$ cat config.mk
export PLATFORM = sky130hd
export DESIGN_NAME = dsi_wishbone_master_flat
export DESIGN_NICKNAME = d
export VERILOG_FILES = /design/src/rtl/dsi_wishbone_master_if.sv /design/src/rtl/dsi_wishbone_master.sv /design/src/flat_wrapper.sv
export SDC_FILE = /design/constraint.sdc
export NUM_CORES = 1
export LEC_CHECK = 0
export ABC_AREA = 1
export CORE_MARGIN = 5
export CORE_UTILIZATION = 49
export CTS_CLUSTER_DIAMETER = 60
export CTS_CLUSTER_SIZE = 12
export DETAILED_ROUTE_END_ITERATION = 10
export PLACE_DENSITY = 0.85
export SLEW_MARGIN = 10
export SYNTH_ARGS = -nofsm -noshare
export SYNTH_HDL_FRONTEND = slang
export SYNTH_SLANG_ARGS = --single-unit
$ cat constraint.sdc
create_clock -name clk_wb_i -period 1.8 [get_ports clk_wb_i]
set_input_delay 0.18 -clock clk_wb_i [delete_from_list [all_inputs] [get_ports clk_wb_i]]
set_output_delay 0.18 -clock clk_wb_i [all_outputs]
set_load 0.02 [all_outputs]
$ cat src/rtl/dsi_wishbone_master_if.sv
// Command/response handshake and Wishbone CSR bus for the DSI Wishbone master.
// Signal suffixes are from the master's point of view.
interface dsi_wishbone_master_if;
  logic       cmd_valid_i;
  logic       cmd_ready_o;
  logic       cmd_we_i;
  logic [3:0] cmd_adr_i;
  logic [7:0] cmd_dat_i;

  logic       rsp_valid_o;
  logic       rsp_ready_i;
  logic [7:0] rsp_dat_o;
  logic       rsp_err_o;

  logic [3:0] wb_adr_o;
  logic [7:0] wb_dat_o;
  logic       wb_cyc_o;
  logic       wb_stb_o;
  logic       wb_we_o;
  logic       wb_ack_i;
  logic       wb_stall_i;
  logic [7:0] wb_dat_i;

  modport master (
    input  cmd_valid_i, cmd_we_i, cmd_adr_i, cmd_dat_i, rsp_ready_i,
    input  wb_ack_i, wb_stall_i, wb_dat_i,
    output cmd_ready_o, rsp_valid_o, rsp_dat_o, rsp_err_o,
    output wb_adr_o, wb_dat_o, wb_cyc_o, wb_stb_o, wb_we_o
  );

  modport slave (
    output cmd_valid_i, cmd_we_i, cmd_adr_i, cmd_dat_i, rsp_ready_i,
    output wb_ack_i, wb_stall_i, wb_dat_i,
    input  cmd_ready_o, rsp_valid_o, rsp_dat_o, rsp_err_o,
    input  wb_adr_o, wb_dat_o, wb_cyc_o, wb_stb_o, wb_we_o
  );
endinterface

$ cat src/rtl/dsi_wishbone_master.sv
// Pipelined Wishbone master for the DSI CSR bus: one outstanding transaction,
// honours stall, aborts with an error response when no ack arrives in TIMEOUT cycles.
module dsi_wishbone_master #(
  parameter int unsigned TIMEOUT = 255,
  parameter int unsigned TO_W    = 16
) (
  input  logic                   clk_wb_i,
  input  logic                   rst_n_i,
  dsi_wishbone_master_if.master  bus
);

  typedef enum logic [1:0] {StIdle, StStrobe, StWaitAck, StResp} state_e;

  // Counter value on the edge at which it reaches TIMEOUT.
  localparam logic [TO_W-1:0] ToLast = TO_W'(TIMEOUT - 1);

  state_e          state_q, state_d;
  logic [TO_W-1:0] cnt_q, cnt_d;
  logic            wb_cyc_q, wb_cyc_d;
  logic            wb_stb_q, wb_stb_d;
  logic            wb_we_q, wb_we_d;
  logic [3:0]      wb_adr_q, wb_adr_d;
  logic [7:0]      wb_dat_q, wb_dat_d;
  logic            rsp_valid_q, rsp_valid_d;
  logic [7:0]      rsp_dat_q, rsp_dat_d;
  logic            rsp_err_q, rsp_err_d;
  logic            to_hit;

  assign to_hit = (cnt_q == ToLast);

  always_comb begin
    state_d     = state_q;
    cnt_d       = cnt_q;
    wb_cyc_d    = wb_cyc_q;
    wb_stb_d    = wb_stb_q;
    wb_we_d     = wb_we_q;
    wb_adr_d    = wb_adr_q;
    wb_dat_d    = wb_dat_q;
    rsp_valid_d = rsp_valid_q;
    rsp_dat_d   = rsp_dat_q;
    rsp_err_d   = rsp_err_q;

    unique case (state_q)
      StIdle: begin
        if (bus.cmd_valid_i) begin
          wb_we_d  = bus.cmd_we_i;
          wb_adr_d = bus.cmd_adr_i;
          wb_dat_d = bus.cmd_dat_i;
          wb_cyc_d = 1'b1;
          wb_stb_d = 1'b1;
          cnt_d    = '0;
          state_d  = StStrobe;
        end
      end

      StStrobe, StWaitAck: begin
        cnt_d = cnt_q + 1'b1;
        // An ack only counts once the request has been taken (no stall);
        // ack beats a timeout landing on the same edge.
        if (bus.wb_ack_i && (state_q == StWaitAck || !bus.wb_stall_i)) begin
          rsp_dat_d   = wb_we_q ? 8'h00 : bus.wb_dat_i;
          rsp_err_d   = 1'b0;
          rsp_valid_d = 1'b1;
          wb_cyc_d    = 1'b0;
          wb_stb_d    = 1'b0;
          state_d     = StResp;
        end else if (to_hit) begin
          rsp_dat_d   = 8'h00;
          rsp_err_d   = 1'b1;
          rsp_valid_d = 1'b1;
          wb_cyc_d    = 1'b0;
          wb_stb_d    = 1'b0;
          state_d     = StResp;
        end else if (state_q == StStrobe && !bus.wb_stall_i) begin
          wb_stb_d = 1'b0;
          state_d  = StWaitAck;
        end
      end

      StResp: begin
        if (bus.rsp_ready_i) begin
          rsp_valid_d = 1'b0;
          state_d     = StIdle;
        end
      end

      default: state_d = StIdle;
    endcase
  end

  always_ff @(posedge clk_wb_i or negedge rst_n_i) begin
    if (!rst_n_i) begin
      state_q     <= StIdle;
      cnt_q       <= '0;
      wb_cyc_q    <= 1'b0;
      wb_stb_q    <= 1'b0;
      wb_we_q     <= 1'b0;
      wb_adr_q    <= 4'h0;
      wb_dat_q    <= 8'h00;
      rsp_valid_q <= 1'b0;
      rsp_dat_q   <= 8'h00;
      rsp_err_q   <= 1'b0;
    end else begin
      state_q     <= state_d;
      cnt_q       <= cnt_d;
      wb_cyc_q    <= wb_cyc_d;
      wb_stb_q    <= wb_stb_d;
      wb_we_q     <= wb_we_d;
      wb_adr_q    <= wb_adr_d;
      wb_dat_q    <= wb_dat_d;
      rsp_valid_q <= rsp_valid_d;
      rsp_dat_q   <= rsp_dat_d;
      rsp_err_q   <= rsp_err_d;
    end
  end

  assign bus.cmd_ready_o = (state_q == StIdle);
  assign bus.rsp_valid_o = rsp_valid_q;
  assign bus.rsp_dat_o   = rsp_dat_q;
  assign bus.rsp_err_o   = rsp_err_q;
  assign bus.wb_cyc_o    = wb_cyc_q;
  assign bus.wb_stb_o    = wb_stb_q;
  assign bus.wb_we_o     = wb_we_q;
  assign bus.wb_adr_o    = wb_adr_q;
  assign bus.wb_dat_o    = wb_dat_q;

  a_stb_in_cyc : assert property (@(posedge clk_wb_i) disable iff (!rst_n_i)
    wb_stb_q |-> wb_cyc_q);

  a_rsp_no_cyc : assert property (@(posedge clk_wb_i) disable iff (!rst_n_i)
    rsp_valid_q |-> !wb_cyc_q);

  a_req_stable : assert property (@(posedge clk_wb_i) disable iff (!rst_n_i)
    (wb_stb_q && bus.wb_stall_i) |=>
      (wb_stb_q || !wb_cyc_q) && $stable(wb_adr_q) && $stable(wb_dat_q) && $stable(wb_we_q));

  a_rsp_stable : assert property (@(posedge clk_wb_i) disable iff (!rst_n_i)
    (rsp_valid_q && !bus.rsp_ready_i) |=>
      rsp_valid_q && $stable(rsp_dat_q) && $stable(rsp_err_q));

endmodule
$ cat src/flat_wrapper.sv
// flat-port wrapper written by rule: the top's interface ports become plain ports
module dsi_wishbone_master_flat 
#(
  parameter int unsigned TIMEOUT = 255,
  parameter int unsigned TO_W    = 16
)
  (clk_wb_i, rst_n_i, bus_cmd_valid_i, bus_cmd_we_i, bus_cmd_adr_i, bus_cmd_dat_i, bus_rsp_ready_i, bus_wb_ack_i, bus_wb_stall_i, bus_wb_dat_i, bus_cmd_ready_o, bus_rsp_valid_o, bus_rsp_dat_o, bus_rsp_err_o, bus_wb_adr_o, bus_wb_dat_o, bus_wb_cyc_o, bus_wb_stb_o, bus_wb_we_o);
  dsi_wishbone_master_if bus_i ();
  input  logic clk_wb_i;
  input  logic rst_n_i;
  input wire logic [$bits(bus_i.cmd_valid_i)-1:0] bus_cmd_valid_i;
  input wire logic [$bits(bus_i.cmd_we_i)-1:0] bus_cmd_we_i;
  input wire logic [$bits(bus_i.cmd_adr_i)-1:0] bus_cmd_adr_i;
  input wire logic [$bits(bus_i.cmd_dat_i)-1:0] bus_cmd_dat_i;
  input wire logic [$bits(bus_i.rsp_ready_i)-1:0] bus_rsp_ready_i;
  input wire logic [$bits(bus_i.wb_ack_i)-1:0] bus_wb_ack_i;
  input wire logic [$bits(bus_i.wb_stall_i)-1:0] bus_wb_stall_i;
  input wire logic [$bits(bus_i.wb_dat_i)-1:0] bus_wb_dat_i;
  output wire logic [$bits(bus_i.cmd_ready_o)-1:0] bus_cmd_ready_o;
  output wire logic [$bits(bus_i.rsp_valid_o)-1:0] bus_rsp_valid_o;
  output wire logic [$bits(bus_i.rsp_dat_o)-1:0] bus_rsp_dat_o;
  output wire logic [$bits(bus_i.rsp_err_o)-1:0] bus_rsp_err_o;
  output wire logic [$bits(bus_i.wb_adr_o)-1:0] bus_wb_adr_o;
  output wire logic [$bits(bus_i.wb_dat_o)-1:0] bus_wb_dat_o;
  output wire logic [$bits(bus_i.wb_cyc_o)-1:0] bus_wb_cyc_o;
  output wire logic [$bits(bus_i.wb_stb_o)-1:0] bus_wb_stb_o;
  output wire logic [$bits(bus_i.wb_we_o)-1:0] bus_wb_we_o;
  assign bus_i.cmd_valid_i = bus_cmd_valid_i;
  assign bus_i.cmd_we_i = bus_cmd_we_i;
  assign bus_i.cmd_adr_i = bus_cmd_adr_i;
  assign bus_i.cmd_dat_i = bus_cmd_dat_i;
  assign bus_i.rsp_ready_i = bus_rsp_ready_i;
  assign bus_i.wb_ack_i = bus_wb_ack_i;
  assign bus_i.wb_stall_i = bus_wb_stall_i;
  assign bus_i.wb_dat_i = bus_wb_dat_i;
  assign bus_cmd_ready_o = bus_i.cmd_ready_o;
  assign bus_rsp_valid_o = bus_i.rsp_valid_o;
  assign bus_rsp_dat_o = bus_i.rsp_dat_o;
  assign bus_rsp_err_o = bus_i.rsp_err_o;
  assign bus_wb_adr_o = bus_i.wb_adr_o;
  assign bus_wb_dat_o = bus_i.wb_dat_o;
  assign bus_wb_cyc_o = bus_i.wb_cyc_o;
  assign bus_wb_stb_o = bus_i.wb_stb_o;
  assign bus_wb_we_o = bus_i.wb_we_o;
  dsi_wishbone_master #(.TIMEOUT(TIMEOUT), .TO_W(TO_W)) u_core (.clk_wb_i(clk_wb_i), .rst_n_i(rst_n_i), .bus(bus_i));
endmodule
## Word level (Yosys, flattened, before mapping)

Index checks and enable logic that the tools add are counted.

| storage, ports and cells | value |
|---|---|
| input bits | 27 |
| flip-flop bits (word level) | 43 |
| output and inout port bits | 26 |
| logic and storage cells | 59 |

| cells by class | value |
|---|---|
| multiplexer cells | 24 |
| reduce and logical (&&, ||, !) cells | 16 |
| equal/unequal tests | 8 |
| add/sub/neg operators | 1 |

Operators by type and width:

| kind | count |
|---|---|
| one-hot mux 16 bit (2 select lines) | 1 |
| two-way mux 8 bit | 3 |
| adder 16 x 1 -> 16 bit (second input constant) | 1 |
| equality test 16 x 8 -> 1 bit (second input constant) | 1 |
| two-way mux 16 bit | 1 |
| AND reduction 3 bit | 4 |
| two-way mux 1 bit | 10 |
| two-way mux 2 bit | 5 |
| one-hot mux 1 bit (2 select lines) | 3 |
| one-hot mux 2 bit (3 select lines) | 1 |
| AND reduction 2 bit | 3 |
| nonzero test 2 bit | 3 |
| equality test 2 bit (second input constant) | 2 |
| inequality test 2 bit (second input constant) | 2 |
| inequality test 4 x 1 -> 1 bit (second input constant) | 1 |
| inequality test 3 x 1 -> 1 bit (second input constant) | 1 |
| equality test 2 x 1 -> 1 bit (second input constant) | 1 |
| logical AND 1 bit | 2 |
| logical NOT 2 bit | 1 |
| OR reduction 2 bit | 1 |
| logical NOT 1 bit | 1 |
| logical OR 1 bit | 1 |

## Longest topological paths before layout

| depth | value |
|---|---|
| depth in word-level cells | 6 |
| mapped depth | 11 |
| gate-level depth less buffers | 11 |

## Worst setup path before layout

OpenSTA, ideal clock, no wires.

| timing | value |
|---|---|
| path type | register -> register |
| from | register u_core.state_q[0] |
| to | register u_core.wb_adr_q[0], in the netlist u_core.bus.wb_adr_o[0] |
| stages on the path, launching flop included | 6 |
| required time | 1675 ps |
| path buffers | 1 |
| slack | 169 ps |
| library setup time | 125 ps |
| data arrival time | 1507 ps |
| period minus slack after synthesis | 1631 ps |
| cell sequence | dfrtp_1 inv_1 ha_1 nand2_1 buf_2 mux2_2 |

| between the ends | value |
|---|---|
| longest elaborated chain between the ends | 2 |

Ends and longest elaborated chain:

| element | line | text |
|---|---|---|
| start: declaration | dsi_wishbone_master.sv:17 | `state_e state_q, state_d;` |
| start signal: assignment | dsi_wishbone_master.sv:93 | `state_q <= StIdle;` |
| start signal: assignment | dsi_wishbone_master.sv:104 | `state_q <= state_d;` |
| logical NOT 2 bit | n/a |  |
| via bus_cmd_ready_o | flat_wrapper.sv:19 | `output wire logic [$bits(bus_i.cmd_ready_o)-1:0] bus_cmd_ready_o;` |
| AND reduction 2 bit (no source line) | n/a |  |
| end signal: assignment | dsi_wishbone_master.sv:109 | `wb_adr_q <= wb_adr_d;` |
| end: declaration | dsi_wishbone_master.sv:22 | `logic [3:0] wb_adr_q, wb_adr_d;` |

The timed path passes the listed nets, and every way through them passes these cells.
A chain may end at the register's enable or synchronous reset.

## Final worst setup path

| timing | value |
|---|---|
| from | register u_core.state_q[0] |
| to | register u_core.wb_adr_q[2], in the netlist u_core.bus.wb_adr_o[2] |

| between the ends | value |
|---|---|
| longest elaborated chain between the ends | 2 |

Ends and longest elaborated chain:

| element | line | text |
|---|---|---|
| logical NOT 2 bit | dsi_wishbone_master.sv:43 | `unique case (state_q)` |
| AND reduction 2 bit (no source line) | n/a |  |

Every way passes these cells.

==> results by group <==
Status
  • Status: finished clean

Setup path
  • R2r setup slk: 140 ps
  • Type of the worst setup path: reg2reg
  • Worst EP required: 1990 ps
  • CP max stage cell: dfrtp_1
  • Crit end category: flip-flop
  • Reg-to-reg endpoint: u_core.bus.wb_adr_o[2]
  • Worst Path Max Fanout: 13
  • Critical path cell sequence: inv_1 -> ha_1 -> nand2_1 -> mux2_2
  • Reg2Reg Depth: 4
  • Startpoint types: flip-flop
  • R2R Path Start: u_core.state_q[0]
  • Max incr delay on CP: 410 ps
  • CP arrival: 1850 ps

Floorplan
  • Die H: 76.91 µm
  • Die Wd: 76.91 µm
  • Core area: 0.004354 mm²
  • DIE AREA: 0.005914 mm²
  • Starting Density: 0.5037
  • Ports: 53
  • Placement row count: 24

Place
  • Pre-CTS WS: 102.5 ps
  • Number of port buffers: 52
  • DP HPWL: 3.627 mm
  • Placed insts: 357
  • Gpl congestion: 0.8372

Clock tree
  • Clock tree buffer depth: 2
  • CTS Buf Count: 5
  • Reg clk slew, reported paths: 90 ps
  • CTS tree: done
  • Clock latency on the worst-skew pair: 300 ps
  • CTS root buf: clkbuf_8
  • H-tree depth: 2
  • CTS sink count: 43

Logic synthesis
  • Register area share after synthesis: 0.4906
  • #FFs+latches synth: 43
  • Syn Area/Cell: 8.773 µm²
  • Yosys warning count: 0
  • Post-synth cell types: 26
  • Post-Syn Instances: 250
  • Post-Syn Nets: 285
  • Synth Cell Area: 0.002193 mm²

Layout
  • Layout Cells excl Fill: 367
  • Most frequent cells in the layout: nand2_1 (64), clkdlybuf4s50_1 (50), dfrtp_1 (43)
  • Commonest non-fill, non-tap cell in the layout: nand2_1
  • Ant. Diodes: 0
  • Synth-to-layout area growth: 32.92%
  • NumNets Final: 349
  • Fin util: 0.6695
  • FILL cells: 327
  • Share of layout cells above drive strength 1: 0.1524

Global route
  • Largest net degree at the start of global routing: 29
  • Initial antenna violation count: 0
  • GRT Util Overall: 0.1772
  • Gr ovfl total: 0
  • Vias in the first global route: 1879
  • First-pass GRT wire length: 8.528 mm

Route
  • Wirelength, routed: 4.632 mm
  • DRC errors left: 0
  • Pre-Repair DR Iteration Count: 4
  • Wire length per cell: 12.62 µm
  • Via/cell ratio: 4.921
  • DRT antenna net count: 0
  • DRT iter0 DRCs: 79
  • Via count: 1806

Pwr
  • Peak supply drop: 1056 µV
  • Pleak: 1.381 nW
  • P per Cell Area: 1538 mW/mm²

STA
  • Fin crit period: 1657 ps
  • Fmax: 0.6036 GHz
  • Final setup skew: 9.848 ps
  • Slew @ Worst Pin: 622.6 ps
  • Relative max-transition margin: 0.5849
  • Final hold violation count: 0
  • Final worst slack: 143.3 ps
  • Hold slack: 424.6 ps
  • Setup Viol. Count Final: 0
  • Max Slew Vio Count: 0
  • Period utilization: 0.9204

Hold path
  • Hold crit path type: in2async

Flow run
  • Total of max-cap violations: 0
[cell type report]
class / count / area [µm²] / area share
clock inverter: 3 / 23.77 / 0.008154
tap: 52 / 65.06 / 0.02232
timing repair buffer: 59 / 569.3 / 0.1953
inverter: 31 / 121.4 / 0.04163
clock buffer: 5 / 68.82 / 0.02361
sequential: 43 / 1076 / 0.3691
multi-input combinational: 174 / 991.0 / 0.3399
[cell families (layout without fill, tap and decap cells)]
| logic type | after synthesis | in the layout | synth area share |
|---|---|---|---|
| xor+xnor | 1 | 1 | 0.003994 |
| simple gates | 133 | 133 | 0.2886 |
| flops | 43 | 43 | 0.4906 |
| fa+ha+maj | 8 | 8 | 0.04564 |
| mux | 12 | 12 | 0.06161 |
| compound gates | 20 | 20 | 0.04849 |
| buf+inv | 33 | 98 | 0.06103 |
[critical path, delay by kind of cell, from the launching register on]
kind / cells / cell delay, ps
fa+ha+maj: 1 / 240
simple gates: 1 / 400
mux: 1 / 390
flops: 1 / 410
buf+inv: 1 / 100
[synth_stat cells (all sizes together)]
cell type,number,area share
clkinv,1,0.0017
dfrtp,43,0.49
mux2,12,0.062
o22ai,1,0.0029
nor3,7,0.016
a31oi,1,0.0029
xnor2,1,0.0040
buf,2,0.0057
inv,30,0.054
nand4,4,0.011
nor2,30,0.066
ha,8,0.046
nand3,16,0.039
nand2,76,0.16
a21oi,9,0.022
o21ai,9,0.021
[metrics by stage]
step           power [mW]  cell area (µm²)  setup TNS, ps
6_report            4.483             2915              0
3_5_place_dp        3.863             2799              0
2_1_floorplan       2.924             2193              0
3_3_place_gp        3.799             2799              0
5_1_grt             4.871             2915         -6.128
4_1_cts             4.496             2900              0
[worst max-delay path by stage]
stage / startpoint / endpoint / slack [ps]
floorplan: u_core.state_q[0] / u_core.bus.wb_adr_o[0] / 170
global placement: u_core.state_q[1] / u_core.bus.wb_adr_o[0] / 170
detailed placement: u_core.state_q[0] / u_core.bus.wb_adr_o[2] / 100
CTS: u_core.state_q[0] / u_core.bus.wb_adr_o[2] / 90
global route: u_core.state_q[1] / u_core.cnt_q[12] / -6
finish: u_core.state_q[0] / u_core.bus.wb_adr_o[2] / 140
[per-layer routing]
layer	wire length, µm	track usage	up-vias
met2	2184	0.2920	49
li1	-	-	923
met1	1856	0.1952	827
met4	58	0.04720	0
met5	0	0	-
met3	532	0.1007	7
[power by group]
group | internal, mW | total (mW) | switching [mW]
combinational | 1.04 | 2.38 | 1.33
clock | 0.277 | 0.625 | 0.348
sequential | 1.29 | 1.48 | 0.194
total | 2.61 | 4.48 | 1.87
[registers in the layout (all words and copies together), names as in the netlist]
signal                  cells
u_core.bus.wb_we_o          1
u_core.bus.wb_cyc_o         1
u_core.bus.rsp_err_o        1
u_core.bus.rsp_valid_o      1
u_core.bus.wb_stb_o         1
u_core.bus.wb_dat_o         8
u_core.bus.wb_adr_o         4
u_core.bus.rsp_dat_o        8
u_core.state_q              2
u_core.cnt_q               16
[timing repair]
action | 4_1_cts | 5_1_grt
setup endpoints to repair | 1 | 8
cloned | 0 | 0
setup buffers | 0 | 1
hold buffers | 1 | 0
resized for setup | 1 | 2
endpoints found under the hold margin | 26 | 0
(Power assumes the default switching activity.)
